--- config.mk ---
export PLATFORM = sky130hd
export DESIGN_NAME = oddeven_counter_n
export DESIGN_NICKNAME = d
export VERILOG_FILES = /design/src/rtl/oddeven_pkg.sv /design/src/rtl/oddeven_step.sv /design/src/rtl/oddeven_counter_n.sv
export SDC_FILE = /design/constraint.sdc
export NUM_CORES = 1
export LEC_CHECK = 0
export BUFFER_PORTS_ARGS = -buffer_cell sky130_fd_sc_hd__buf_2
export CAP_MARGIN = 20
export CORE_AREA = 2 2 39 41
export DETAILED_ROUTE_END_ITERATION = 16
export DIE_AREA = 0 0 41 43
export GPL_ROUTABILITY_DRIVEN = 0
export PLACE_DENSITY = 0.73
export SLEW_MARGIN = 20
export SYNTH_ARGS = -nofsm -noshare
export SYNTH_HDL_FRONTEND = slang
export SYNTH_SLANG_ARGS = --single-unit
export TNS_END_PERCENT = 100
--- constraint.sdc ---
create_clock -name CLK -period 2.2 [get_ports CLK]
set_input_delay 0.33 -clock CLK [delete_from_list [all_inputs] [get_ports CLK]]
set_output_delay 0.33 -clock CLK [all_outputs]
set_load 0.02 [all_outputs]
--- src/rtl/oddeven_pkg.sv ---
// Purpose : shared MODE encodings and parity helper for the odd/even sequence counter.
// Latency : n/a (constants and a combinational helper only).
// Backpressure: n/a.
package oddeven_pkg;

    // MODE encoding driven onto the counter's MODE port.
    localparam logic [1:0] MODE_EVEN = 2'b00;
    localparam logic [1:0] MODE_ODD  = 2'b01;
    localparam logic [1:0] MODE_ALL  = 2'b10;
    localparam logic [1:0] MODE_HOLD = 2'b11;

    // True when a value whose LSB is value_lsb already has the parity the mode
    // asks for. Only the LSB matters, so the caller passes that bit alone.
    // MODE_ALL and MODE_HOLD have no parity requirement.
    function automatic logic parity_ok(input logic value_lsb, input logic [1:0] mode);
        logic ok;
        ok = 1'b1;
        case (mode)
            MODE_EVEN: ok = ~value_lsb;
            MODE_ODD:  ok = value_lsb;
            default:   ok = 1'b1;
        endcase
        return ok;
    endfunction

endpackage

--- src/rtl/oddeven_step.sv ---
// Purpose : next-value and wrap computation for one counting step.
// Latency : combinational, 0 cycles.
// Backpressure: none; pure function of its inputs.
//
// Ports:
//   cur  : current count (WIDTH bits)
//   mode : MODE encoding from oddeven_pkg
//   up   : 1 = add step, 0 = subtract step
//   nxt  : next count, modulo 2^WIDTH
//   wrap : carry out (up) or borrow out (down) of the WIDTH-bit range
module oddeven_step
    import oddeven_pkg::*;
#(
    parameter int WIDTH = 3
) (
    input  logic [WIDTH-1:0] cur,
    input  logic [1:0]       mode,
    input  logic             up,
    output logic [WIDTH-1:0] nxt,
    output logic             wrap
);

    localparam logic [WIDTH:0] STEP_ONE = (WIDTH+1)'(1);
    localparam logic [WIDTH:0] STEP_TWO = (WIDTH+1)'(2);

    logic [WIDTH:0] step;
    logic [WIDTH:0] sum;

    always_comb begin
        step = '0;
        sum  = '0;

        // Even/odd modes step by 2 once aligned; a mismatched parity (after a
        // load or mode change) takes a single step of 1 to land on the
        // requested parity. Hold yields step 0 and so never wraps.
        if (mode == MODE_ALL) begin
            step = STEP_ONE;
        end else if (mode != MODE_HOLD) begin
            step = parity_ok(cur[0], mode) ? STEP_TWO : STEP_ONE;
        end

        // One extra bit so the MSB captures carry (up) or borrow (down).
        if (up) begin
            sum = {1'b0, cur} + step;
        end else begin
            sum = {1'b0, cur} - step;
        end

        nxt  = sum[WIDTH-1:0];
        wrap = sum[WIDTH];
    end

endmodule

--- src/rtl/oddeven_counter_n.sv ---
// Purpose : parametrised even/odd/all up/down sequence counter with load, wrap pulse and wrap count.
// Latency : 1 cycle from any input to OUT/TC/WRAPS; all outputs are flops.
// Backpressure: none; the counter accepts its controls every cycle.
//
// Ports:
//   CLK   : clock, all state on rising edge
//   RST   : synchronous active-high reset
//   EN    : count enable
//   MODE  : 00 even, 01 odd, 10 all, 11 hold
//   UP    : 1 = count up, 0 = count down
//   LOAD  : synchronous parallel load of DIN (beats EN/MODE)
//   DIN   : load value
//   OUT   : current count
//   TC    : high for the one cycle OUT shows a post-wrap value
//   WRAPS : saturating number of wraps since reset
module oddeven_counter_n
    import oddeven_pkg::*;
#(
    parameter int WIDTH  = 3,
    parameter int WRAP_W = 4
) (
    input  logic              CLK,
    input  logic              RST,
    input  logic              EN,
    input  logic [1:0]        MODE,
    input  logic              UP,
    input  logic              LOAD,
    input  logic [WIDTH-1:0]  DIN,
    output logic [WIDTH-1:0]  OUT,
    output logic              TC,
    output logic [WRAP_W-1:0] WRAPS
);

    localparam logic [WRAP_W-1:0] WRAPS_MAX = '1;
    localparam logic [WRAP_W-1:0] WRAPS_INC = WRAP_W'(1);

    logic [WIDTH-1:0]  out_q;
    logic              tc_q;
    logic [WRAP_W-1:0] wraps_q;

    logic [WIDTH-1:0]  step_nxt;
    logic              step_wrap;
    logic              counting;

    oddeven_step #(
        .WIDTH (WIDTH)
    ) u_step (
        .cur  (out_q),
        .mode (MODE),
        .up   (UP),
        .nxt  (step_nxt),
        .wrap (step_wrap)
    );

    assign counting = EN && (MODE != MODE_HOLD);

    // Priority: RST > LOAD > counting > hold. TC only ever follows a
    // wrapping count step; load and hold both clear it.
    always_ff @(posedge CLK) begin
        if (RST) begin
            out_q   <= '0;
            tc_q    <= 1'b0;
            wraps_q <= '0;
        end else if (LOAD) begin
            out_q <= DIN;
            tc_q  <= 1'b0;
        end else if (counting) begin
            out_q <= step_nxt;
            tc_q  <= step_wrap;
            if (step_wrap && (wraps_q != WRAPS_MAX)) begin
                wraps_q <= wraps_q + WRAPS_INC;
            end
        end else begin
            tc_q <= 1'b0;
        end
    end

    assign OUT   = out_q;
    assign TC    = tc_q;
    assign WRAPS = wraps_q;

endmodule

Word-level counts from Yosys, hierarchy flattened
Index checks and enable logic that the tools add are counted. Widths: inputs -> output; s select.

Flip-flop bits (word level): 8. Logic and storage cells: 28.

Add/sub/neg operators: 3. Equal/unequal tests: 4. Multiplexer cells: 9. Bitwise logic cells: 3. Reduce and logical (&&, ||, !) cells: 6.

Operators by type and width (number): $mux 4 (3); $mux 3 (2); $add 3x4->4 (1); $add 4x1->4 const B (1); $ne 4x4->1 const B (1); $sub 3x4->4 (1); $not 1->1 (3); $reduce_and 3->1 (1); $reduce_or 3->1 (1); $eq 2x1->1 const B (1); $eq 2x2->1 const B (1); $logic_and 1x1->1 (2); $logic_not 2->1 (1); $mux 1 (2); $mux 2 (1); $ne 2x2->1 const B (1); $pmux 1 s2 (1); $reduce_bool 2->1 (1).

Longest topological paths before layout
Gate-level depths: netlist of run 1.

Depth in word-level cells: 11. Mapped depth: 8. Mapped depth without buffers: 8.

By module
Synthesis of run 1 repeated with hierarchy kept, for this count alone.

Cell total of the unflattened synthesis: 55. Area, all modules: 563.0 um^2.

Modules (own cells, without submodules): oddeven_counter_n (instances 1, cells an instance 41, area an instance 434.2 um^2); oddeven_step (instances 1, cells an instance 14, area an instance 128.9 um^2).

Worst setup path after synthesis of run 1
No wires, ideal clock.

Path type: register to register. From: register out_q[0], in the netlist OUT[0]. To: register wraps_q[0], in the netlist WRAPS[0]. Library setup time: 0.121 ns. Arrival time: 2.110 ns. Required time: 2.079 ns. Setup slack: -0.030 ns. Stages on the path, launching flop included: 8. Buffers on the path: 0. Clock period less this slack: 2.230 ns. Cells stage by stage: dfxtp_1 -> xor2_1 -> a21oi_1 -> ha_1 -> a31oi_1 -> mux2_4 -> nor2b_2 -> mux2_2.

Cells in the longest elaborated chain, start to end: 11. Elaborated cells on any way between the ends: 12. Classes of those cells: add/sub (2); mux (7); bitwise (1); reduce/logical (2).

Ends and longest elaborated chain: start, declared (RTL line oddeven_counter_n.sv:37) `logic [WIDTH-1:0] out_q;`; start signal, assigned (RTL line oddeven_counter_n.sv:68) `out_q <= step_nxt;`; $not 1->1 (RTL line oddeven_pkg.sv:19) `MODE_EVEN: ok = ~value_lsb;`; $pmux 1 s2 (RTL line oddeven_pkg.sv:18) `case (mode)`; $mux 1 (RTL line oddeven_step.sv:38) `end else if (mode != MODE_HOLD) begin`; $mux 1 (RTL line oddeven_step.sv:36) `if (mode == MODE_ALL) begin`; $mux 2 (RTL line oddeven_step.sv:39) `step = parity_ok(cur[0], mode) ? STEP_TWO : STEP_ONE;`; $mux 4 (RTL line oddeven_step.sv:38); $mux 4 (RTL line oddeven_step.sv:36); $sub 3x4->4 or $add 3x4->4 (tied branches) (RTL line oddeven_step.sv:46, oddeven_step.sv:44); $mux 4 * (RTL line oddeven_step.sv:43) `if (up) begin`; $logic_and 1x1->1 * (RTL line oddeven_counter_n.sv:70) `if (step_wrap && (wraps_q != WRAPS_MAX)) begin`; $reduce_and 3->1 (no source line) *; end signal, assigned (RTL line oddeven_counter_n.sv:71) `wraps_q <= wraps_q + WRAPS_INC;`; end, declared (RTL line oddeven_counter_n.sv:39) `logic [WRAP_W-1:0] wraps_q;`.

Every way passes the cells marked *; elsewhere a longest branch is shown, timed or not. The select of a mux whose other input is x is not followed. A chain may end at the register's enable or synchronous reset.

Worst setup path in the final report of run 1
Ends and elaborated chain as after synthesis.

==> impl_summary.txt, run 1 <==
----------------------------------------------------
[Route]
  Drt via density ... 5.08
  Via count ... approximately 500
  WL met2 ... 490 um
  Count of routing violations after the opening detailed-route iteration ... 6
  WL final ... slightly below 1000 um
  Detailed-routed wire length on met3 ... 63 um
  Routed len/inst ... 10.1 um
  Total routed wire length on the met1 layer ... 435 um
  Final antenna-violating net count ... 0
  Top sig layer ... met3
  Number of remaining DRC errors ... 0
  Iteration count of the initial detailed-routing pass ... 4

[Logic synthesis]
  Async set or reset register ratio after synthesis ... 0%
  Netlist area before placement ... slightly above 500 sq um
  Total of warnings raised by yosys ... 0
  Main flop type after synthesis ... sky130_fd_sc_hd__dfxtp_1
  Number of synthesized register bits ... 8
  Number of distinct library cells after synthesis ... 30
  Syn Inst Count ... 56
  Mean instance size in the synthesized netlist ... between 9 and 10 sq um
  Sequential cell area fraction in the yosys report ... 31.5%
  Net count after synthesis ... 70
  Number of synthesized flops with an enable pin ... 0

[Global route]
  First-pass GRT wire length ... ~1700 um
  Total track usage ... a little over an eighth
  Congestion Overflow GR ... 0
  Initial antenna violation count ... 0
  Via count of the first global-routing pass ... 454
  Maximum number of pins on one net before global-route repair ... 10

[STA]
  # setup viols final ... 0
  Tmin final ... 2100 ps
  Skew final ... 3.13 ps
  Worst slew pin tran ... 302 ps
  Max_slew headroom ... 79.6%
  Fin crit share ... 95.3%
  Max-slew violation count ... 0
  Unrepaired setup endpoints after global routing ... no
  Setup tns final ... 0 ps
  Fmax ... 477 MHz
  Final Worst Setup Slack ... 103 ps
  Final Hold Fails ... 0

[Cells and area]
  N_diodes ... 0
  Final non-filler cell total ... 98
  Number of fill cells in the layout ... about 140
  Layout-stage area growth over the synthesis result ... 36.2%
  Share of layout cells above drive strength 1 ... 43.9%
  Number of nets at the end of the flow ... 98
  Final design utilization ... 50.0%
  Sequential cell area ... approximately 160 sq um
  Area of combinational cells with multiple inputs ... around 340 sq um

[Clocking]
  Clock Sink Count ... 8
  Clock edge transition at the registers on the reported setup and hold paths ... 50 ps
  # hold bufs at CTS ... 0
  TritonCTS clock tree ... yes
  Max Root-Sink Buffers ... 2
  Cts bufs inserted ... 3
  Clk root buf ... sky130_fd_sc_hd__clkbuf_4
  CTS H-Tree Depth ... 1
  Insertion delay of the later-clocked pin in the worst-skew pair ... 250 ps

[Floorplanning]
  Overall die height ... 43 um
  # rows ... 14
  Total Die Area ... 1760 sq um
  I/O pin count ... 18
  Core region area ... roughly 1400 sq um
  Chip width ... 41 um
  Starting density of the core ... 36.7%

[Critical path]
  Maximum fanout encountered on the critical timing path ... 6
  Setup crit end kind ... register
  Worst R2R Path Depth ... 7
  Arrival @ worst endpoint ... approximately 2200 ps
  Element type at the critical path start ... register
  Worst r2r dst ... WRAPS[0]$_SDFFE_PP0P_
  Required time worst endpoint ... between 2000 and 2500 ps
  Worst setup path class ... reg2reg
  Startpoint of the worst-slack reg-to-reg timing path ... OUT[0]$_SDFFE_PP0P_
  R2R setup slack ... 100 ps

[Min path]
  Worst Hold Path EP ... OUT[1]$_SDFFE_PP0P_
  Cell depth of the worst hold path ... 3
  Start point of the worst hold path ... DIN[1]
  Path category of the worst min-delay check ... in2reg

[Placed design]
  Placed wire-length estimate ... around 830 um
  Dpl ws ... -37.4 ps
  Total instance count after detailed placement ... 95
  Quantity of I/O buffers inserted on ports ... 17

[Power]
  Power density normalized to cell area ... roughly 520 nW/um^2
  Max IR drop VDD ... around 0.00027 V
  Overall power of the completed layout ... 0.362 mW
  Static leakage ... 0.338 nW

[Flow run]
  Max_cap viols ... 0

[Status]
  Status ... completed

----------------------------------------------------
-- timing repair --
item | in CTS | in global routing
gates resized for setup | 0 | 1
endpoints found under the setup margin | 0 | 2
hold endpoints to repair | 0 | 0
buffers inserted | 0 | 0
-- where the power goes --
part | total [mW] | internal [mW] | switching (mW)
Sequential | 0.158 | 0.151 | 0.00618
Combinational | 0.0952 | 0.0482 | 0.0470
Clock | 0.109 | 0.0622 | 0.0470
Total | 0.362 | 0.262 | 0.100
-- kinds of logic after synthesis --
family	share of synthesized area [%]
adders and majority gates	11.3
DFF	31.5
muxes	9.11
xor gates and xnor gates	3.45
AOI/OAI and AO/OA	23.4
buffers and inverters	2.95
and+or+nand+nor	18.2
-- registers in the layout, summed over array words and instances, names as in the netlist --
| register | count |
|---|---|
| OUT | 3 |
| TC | 1 |
| WRAPS | 4 |
-- metal layers --
metal | up-vias | global-route usage (%)
li1 | 257 | -
met5 | - | 0
met1 | 227 | 13.5
met2 | 14 | 24.4
met4 | 0 | 4.00
met3 | 0 | 3.66
-- through the flow --
step                      hold slack, ps  area [sq um]
after floorplan                      459           509
after global placement               481           663
after detailed placement             489           663
after CTS                            307           686
after global routing                 341           692
final                                309           692
-- worst max-delay path: stages (launching register included) --
cell                      delay [ps]
sky130_fd_sc_hd__dfxtp_2         340
sky130_fd_sc_hd__xor2_1          160
sky130_fd_sc_hd__a21oi_1         210
sky130_fd_sc_hd__ha_1            280
sky130_fd_sc_hd__a31oi_2         180
sky130_fd_sc_hd__mux2_4          350
sky130_fd_sc_hd__nor2b_2         140
sky130_fd_sc_hd__mux2_2          330
-- cell usage in the layout (no fill, tap or decap), drive strengths merged --
cell,count
fa,1
nand2,3
a21o,1
and2b,1
o21ai,1
nor2b,2
mux2,2
dfxtp,8
mux2i,2
or3b,1
o21a,1
or3,1
inv,3
nand4,1
a211oi,1
o311ai,1
a31oi,1
xnor2,1
a21boi,1
buf,24
a21oi,7
xor2,1
o41ai,1
clkbuf,3
nand3,2
o221ai,1
ha,3
nor2,7
-- worst max path at each step --
stage / startpoint / end / slack [ps] / depth (start not counted)
after global placement: MODE[0] / WRAPS[0]$_SDFFE_PP0P_ / 1 / 8
after detailed placement: MODE[0] / WRAPS[0]$_SDFFE_PP0P_ / -40 / 8
final: OUT[0]$_SDFFE_PP0P_ / WRAPS[0]$_SDFFE_PP0P_ / 100 / 7
after global routing: OUT[0]$_SDFFE_PP0P_ / WRAPS[0]$_SDFFE_PP0P_ / 20 / 8
after floorplan: OUT[0]$_SDFFE_PP0P_ / WRAPS[0]$_SDFFE_PP0P_ / 50 / 7
after CTS: OUT[0]$_SDFFE_PP0P_ / WRAPS[0]$_SDFFE_PP0P_ / 80 / 7
-- area by class of cell --
| class | count | area share [%] |
|---|---|---|
| clock buffers | 3 | 3.25 |
| well taps | 16 | 2.89 |
| flip-flops and latches | 8 | 23.3 |
| repair buffers | 24 | 19.9 |
| multi-input cells | 44 | 49.0 |
| inverters | 3 | 1.63 |
-- Yosys cell counts (2+ instances only) --
| cell | number | share of area [%] |
|---|---|---|
| sky130_fd_sc_hd__a21oi_1 | 6 | 5.9 |
| sky130_fd_sc_hd__dfxtp_1 | 8 | 32 |
| sky130_fd_sc_hd__nand3_1 | 2 | 2.0 |
| sky130_fd_sc_hd__inv_1 | 3 | 2.2 |
| sky130_fd_sc_hd__ha_1 | 3 | 7.4 |
| sky130_fd_sc_hd__mux2i_1 | 2 | 3.9 |
| sky130_fd_sc_hd__nor2_1 | 7 | 5.2 |
| sky130_fd_sc_hd__nand2_1 | 3 | 2.2 |
No activity file was read; power rests on OpenSTA's default activity.
==> run 2: changes to the inputs <==
--- a/config.mk
+++ b/config.mk
@@ -5,13 +5,13 @@
 export SDC_FILE = /design/constraint.sdc
 export NUM_CORES = 1
 export LEC_CHECK = 0
+export ABC_AREA = 1
 export BUFFER_PORTS_ARGS = -buffer_cell sky130_fd_sc_hd__buf_2
 export CAP_MARGIN = 20
-export CORE_AREA = 2 2 39 41
+export CORE_UTILIZATION = 43
 export DETAILED_ROUTE_END_ITERATION = 16
-export DIE_AREA = 0 0 41 43
 export GPL_ROUTABILITY_DRIVEN = 0
-export PLACE_DENSITY = 0.73
+export PLACE_DENSITY = 0.78
 export SLEW_MARGIN = 20
 export SYNTH_ARGS = -nofsm -noshare
 export SYNTH_HDL_FRONTEND = slang
==> run 2 against run 1 <==
  * Area after synthesis is 16% higher
  * Sequential power hardly changed
  * Synthesized cell count is 29% higher
  * Clock skew is 1.6 ps higher
  * Power is 3.1% higher
==> impl_summary.txt, run 2 <==
----------------------------------------------------
[Status]
  Status ... completed

[Logic synthesis]
  Mean instance size in the synthesized netlist ... 8.15 sq um (-10%)
  Net count after synthesis ... 86 (+23%)
  Sequential cell area fraction in the yosys report ... 27.3% (-4.2 points)
  Number of synthesized register bits ... 8 (unchanged)
  Async set or reset register ratio after synthesis ... 0% (unchanged)
  Number of synthesized flops with an enable pin ... 0 (unchanged)
  Netlist area before placement ... 587 sq um (+16%)
  Cell types with the largest area share after synthesis ... sky130_fd_sc_hd__dfxtp_1 27%, sky130_fd_sc_hd__nand2_1 10%, sky130_fd_sc_hd__nand3_4 9.0%
  Total of warnings raised by yosys ... 0 (unchanged)
  Most repeated cell in the gate-level netlist after synthesis ... sky130_fd_sc_hd__nand2_1
  Share of the synthesized area in the top cell type ... 27.3% (-4.2 points)
  Syn Inst Count ... 72 (+29%)
  Number of distinct library cells after synthesis ... 25 (-17%)
  Library cell occupying the most area in the post-synthesis netlist ... sky130_fd_sc_hd__dfxtp_1
  Main flop type after synthesis ... sky130_fd_sc_hd__dfxtp_1
  Most common library cells after synthesis ... 16 x sky130_fd_sc_hd__nand2_1, 8 x sky130_fd_sc_hd__dfxtp_1, 6 x sky130_fd_sc_hd__inv_1

[Cells and area]
  Most common library cell in the layout ignoring fill and taps ... sky130_fd_sc_hd__buf_2
  Share of layout cells above drive strength 1 ... 39.6% (-4.3 points)
  Layout-stage area growth over the synthesis result ... 20.7%
  Top library cells by usage in the layout, fill and taps aside ... 17 x sky130_fd_sc_hd__buf_2, 16 x sky130_fd_sc_hd__nand2_1, 8 x sky130_fd_sc_hd__dfxtp_1, 6 x sky130_fd_sc_hd__inv_1
  Final design utilization ... 59.7% (+9.7 points)
  N_diodes ... 0 (unchanged)
  Number of nets at the end of the flow ... 107 (+9.2%)
  Flip-flop count of the largest register, all copies and words added ... 4 (unchanged)

[STA]
  Worst hold slack across all endpoints ... 334 ps (+25.2 ps)
  Max_slew headroom ... 86.1% (+6.5 points)
  Setup tns final ... 0 ps (unchanged)
  Tmin final ... 1780 ps (-320 ps)
  Unrepaired setup endpoints after global routing ... no
  Skew final ... 4.68 ps (+1.55 ps)
  Fmax ... 563 MHz (+18%)
  Final Hold Fails ... 0 (unchanged)
  Worst slew pin tran ... 207 ps (-94.8 ps)
  Fin crit share ... 80.8% (-15 points)
  Max-slew violation count ... 0 (unchanged)
  # setup viols final ... 0 (unchanged)

[Floorplanning]
  Overall die height ... 38.9 um (-9.4%)
  # rows ... 12 (-2)
  Starting density of the core ... 49.5% (+13 points)
  I/O pin count ... 18 (unchanged)
  Total Die Area ... 1520 sq um (-14%)
  Chip width ... 38.9 um (-5.0%)
  Core region area ... 1190 sq um (-14%)

[Critical path]
  Cell with the largest stage delay on the worst path ... sky130_fd_sc_hd__dfxtp_1
  Setup crit end kind ... register
  Largest stage delay on the critical path ... 330 ps (-20 ps)
  Required time worst endpoint ... 2340 ps (about the same)
  Cells along the critical path ... inv_1, a21oi_1, o21ai_0, nand2_1, ha_1, nand2_1, clkinv_1, nand2_2, nand2_2, nand2_4, nand3_4, nand2_1, a21oi_2
  R2R setup slack ... 420 ps (+320 ps)
  Element type at the critical path start ... register
  Maximum fanout encountered on the critical timing path ... 6 (unchanged)
  Worst setup path class ... reg2reg
  Most common cell type on the critical path ... sky130_fd_sc_hd__nand2_1
  Arrival @ worst endpoint ... 1920 ps (-320 ps)
  CP Buf/Inv Count ... 2 (+2)
  Crit path max-delay family ... simple AND/OR/NAND/NOR gates

[Global route]
  Via count of the first global-routing pass ... 527 (+16%)
  Congestion Overflow GR ... 0 (unchanged)
  First-pass GRT wire length ... 2170 um (+31%)
  Maximum number of pins on one net before global-route repair ... 9 (-1)
  Total track usage ... 22.3% (+8.9 points)
  Initial antenna violation count ... 0 (unchanged)

[Route]
  Final antenna-violating net count ... 0 (unchanged)
  Via count ... 559 (+12%)
  Routed len/inst ... 11.5 um (+14%)
  Iteration count of the initial detailed-routing pass ... 4 (unchanged)
  WL final ... 1210 um (+22%)
  Number of remaining DRC errors ... 0 (unchanged)
  Count of routing violations after the opening detailed-route iteration ... 14 (+8)
  Drt via density ... 5.32 (+4.8%)

[Clocking]
  Max Root-Sink Buffers ... 2 (unchanged)
  Clock Sink Count ... 8 (unchanged)
  TritonCTS clock tree ... yes
  Cts bufs inserted ... 3 (unchanged)
  Clock edge transition at the registers on the reported setup and hold paths ... 50 ps (about the same)
  Insertion delay of the later-clocked pin in the worst-skew pair ... 260 ps (about the same)
  Number of resized instances in the post-cts repair step ... 0 (unchanged)
  Clk root buf ... sky130_fd_sc_hd__clkbuf_4
  Buffers inserted during post-CTS setup optimization ... 0 (unchanged)
  CTS H-Tree Depth ... 1 (unchanged)
  # hold bufs at CTS ... 0 (unchanged)

[Placed design]
  Quantity of I/O buffers inserted on ports ... 17 (unchanged)
  Placed wire-length estimate ... 983 um (+18%)

[Flow run]
  Max_cap viols ... 0 (unchanged)

[Power]
  Max IR drop VDD ... 0.000240 V (-10%)
  Static leakage ... 0.338 nW (about the same)
  Power density normalized to cell area ... 527 nW/um^2 (+0.72%)

[Min path]
  Path category of the worst min-delay check ... in2reg

----------------------------------------------------
==> run 2: changes by cell type in the layout (fill, tap and decap cells not counted), sizes merged, moves of 2 or more <==
| cell | previous run | this run |
|---|---|---|
| nand2 | 3 | 21 |
| inv | 3 | 7 |
| nand4 | 1 | 5 |
| nand3 | 2 | 5 |
| buf | 24 | 17 |
| mux2i | 2 | 0 |
| mux2 | 2 | 0 |
| nor2 | 7 | 4 |
| nor2b | 2 | 0 |
==> run 2: routing by layer <==
metal | GRT usage, % | routed length (um) | vias to the layer above
li1 | - | - | 286
met1 | 23.8 | 525 | 251
met2 | 36.7 | 577 | 18
met3 | 10.4 | 85 | 4
met4 | 10.3 | 20 | 0
met5 | 0 | 0 | -
==> run 2: logic make-up (layout without fill, tap and decap cells) <==
| kind of cell | count (synthesis) | count (layout) | synth area share, % |
|---|---|---|---|
| flops | 8 | 8 | 27.3 |
| buf+inv | 9 | 28 | 5.75 |
| compound gates | 13 | 13 | 15.8 |
| simple gates | 36 | 36 | 38.4 |
| fa+ha+maj | 4 | 4 | 9.81 |
| xor+xnor | 2 | 2 | 2.99 |
==> run 2: area by class of cell <==
class | instances | area (sq um)
Tap cell | 14 | 17.5
Multi-Input combinational cell | 55 | 393
Sequential cell | 8 | 160
Inverter | 8 | 30.0
Fill cell | 106 | 478
Timing Repair Buffer | 17 | 85.1
Clock buffer | 3 | 22.5
==> run 2: stage by stage <==
| step | power, mW | instances | worst slack, ps | instance area [sq um] |
|---|---|---|---|---|
| 3_3_place_gp | 0.261 | 102 | 393 | 686 |
| 4_1_cts | 0.379 | 105 | 410 | 708 |
| 3_5_place_dp | 0.266 | 102 | 342 | 686 |
| 5_1_grt | 0.401 | 105 | 276 | 708 |
| 2_1_floorplan | 0.236 | 72 | 409 | 587 |
| 6_report | 0.373 | 105 | 423 | 708 |
==> run 2: path summary, 6_finish.rpt <==
path,start,end,depth (start not counted)
min,DIN[0],OUT[0]$_SDFFE_PP0P_,3
max reg2reg,OUT[0]$_SDFFE_PP0P_,WRAPS[0]$_SDFFE_PP0P_,13
min reg2reg,WRAPS[3]$_SDFFE_PP0P_,WRAPS[3]$_SDFFE_PP0P_,2
max,OUT[0]$_SDFFE_PP0P_,WRAPS[0]$_SDFFE_PP0P_,13
==> run 2: worst min-delay path, cell delays in order <==
cell and delay [ps]:
sky130_fd_sc_hd__buf_2 90, sky130_fd_sc_hd__nand2_1 60, sky130_fd_sc_hd__a21oi_1 60
==> run 2: power breakdown <==
part	leakage [nW]	total [mW]	switching, mW	internal, mW
sequential	0.0653	0.158	0.00650	0.152
clock	0.0138	0.112	0.0495	0.0624
combinational	0.259	0.103	0.0627	0.0405
total	0.338	0.373	0.119	0.254
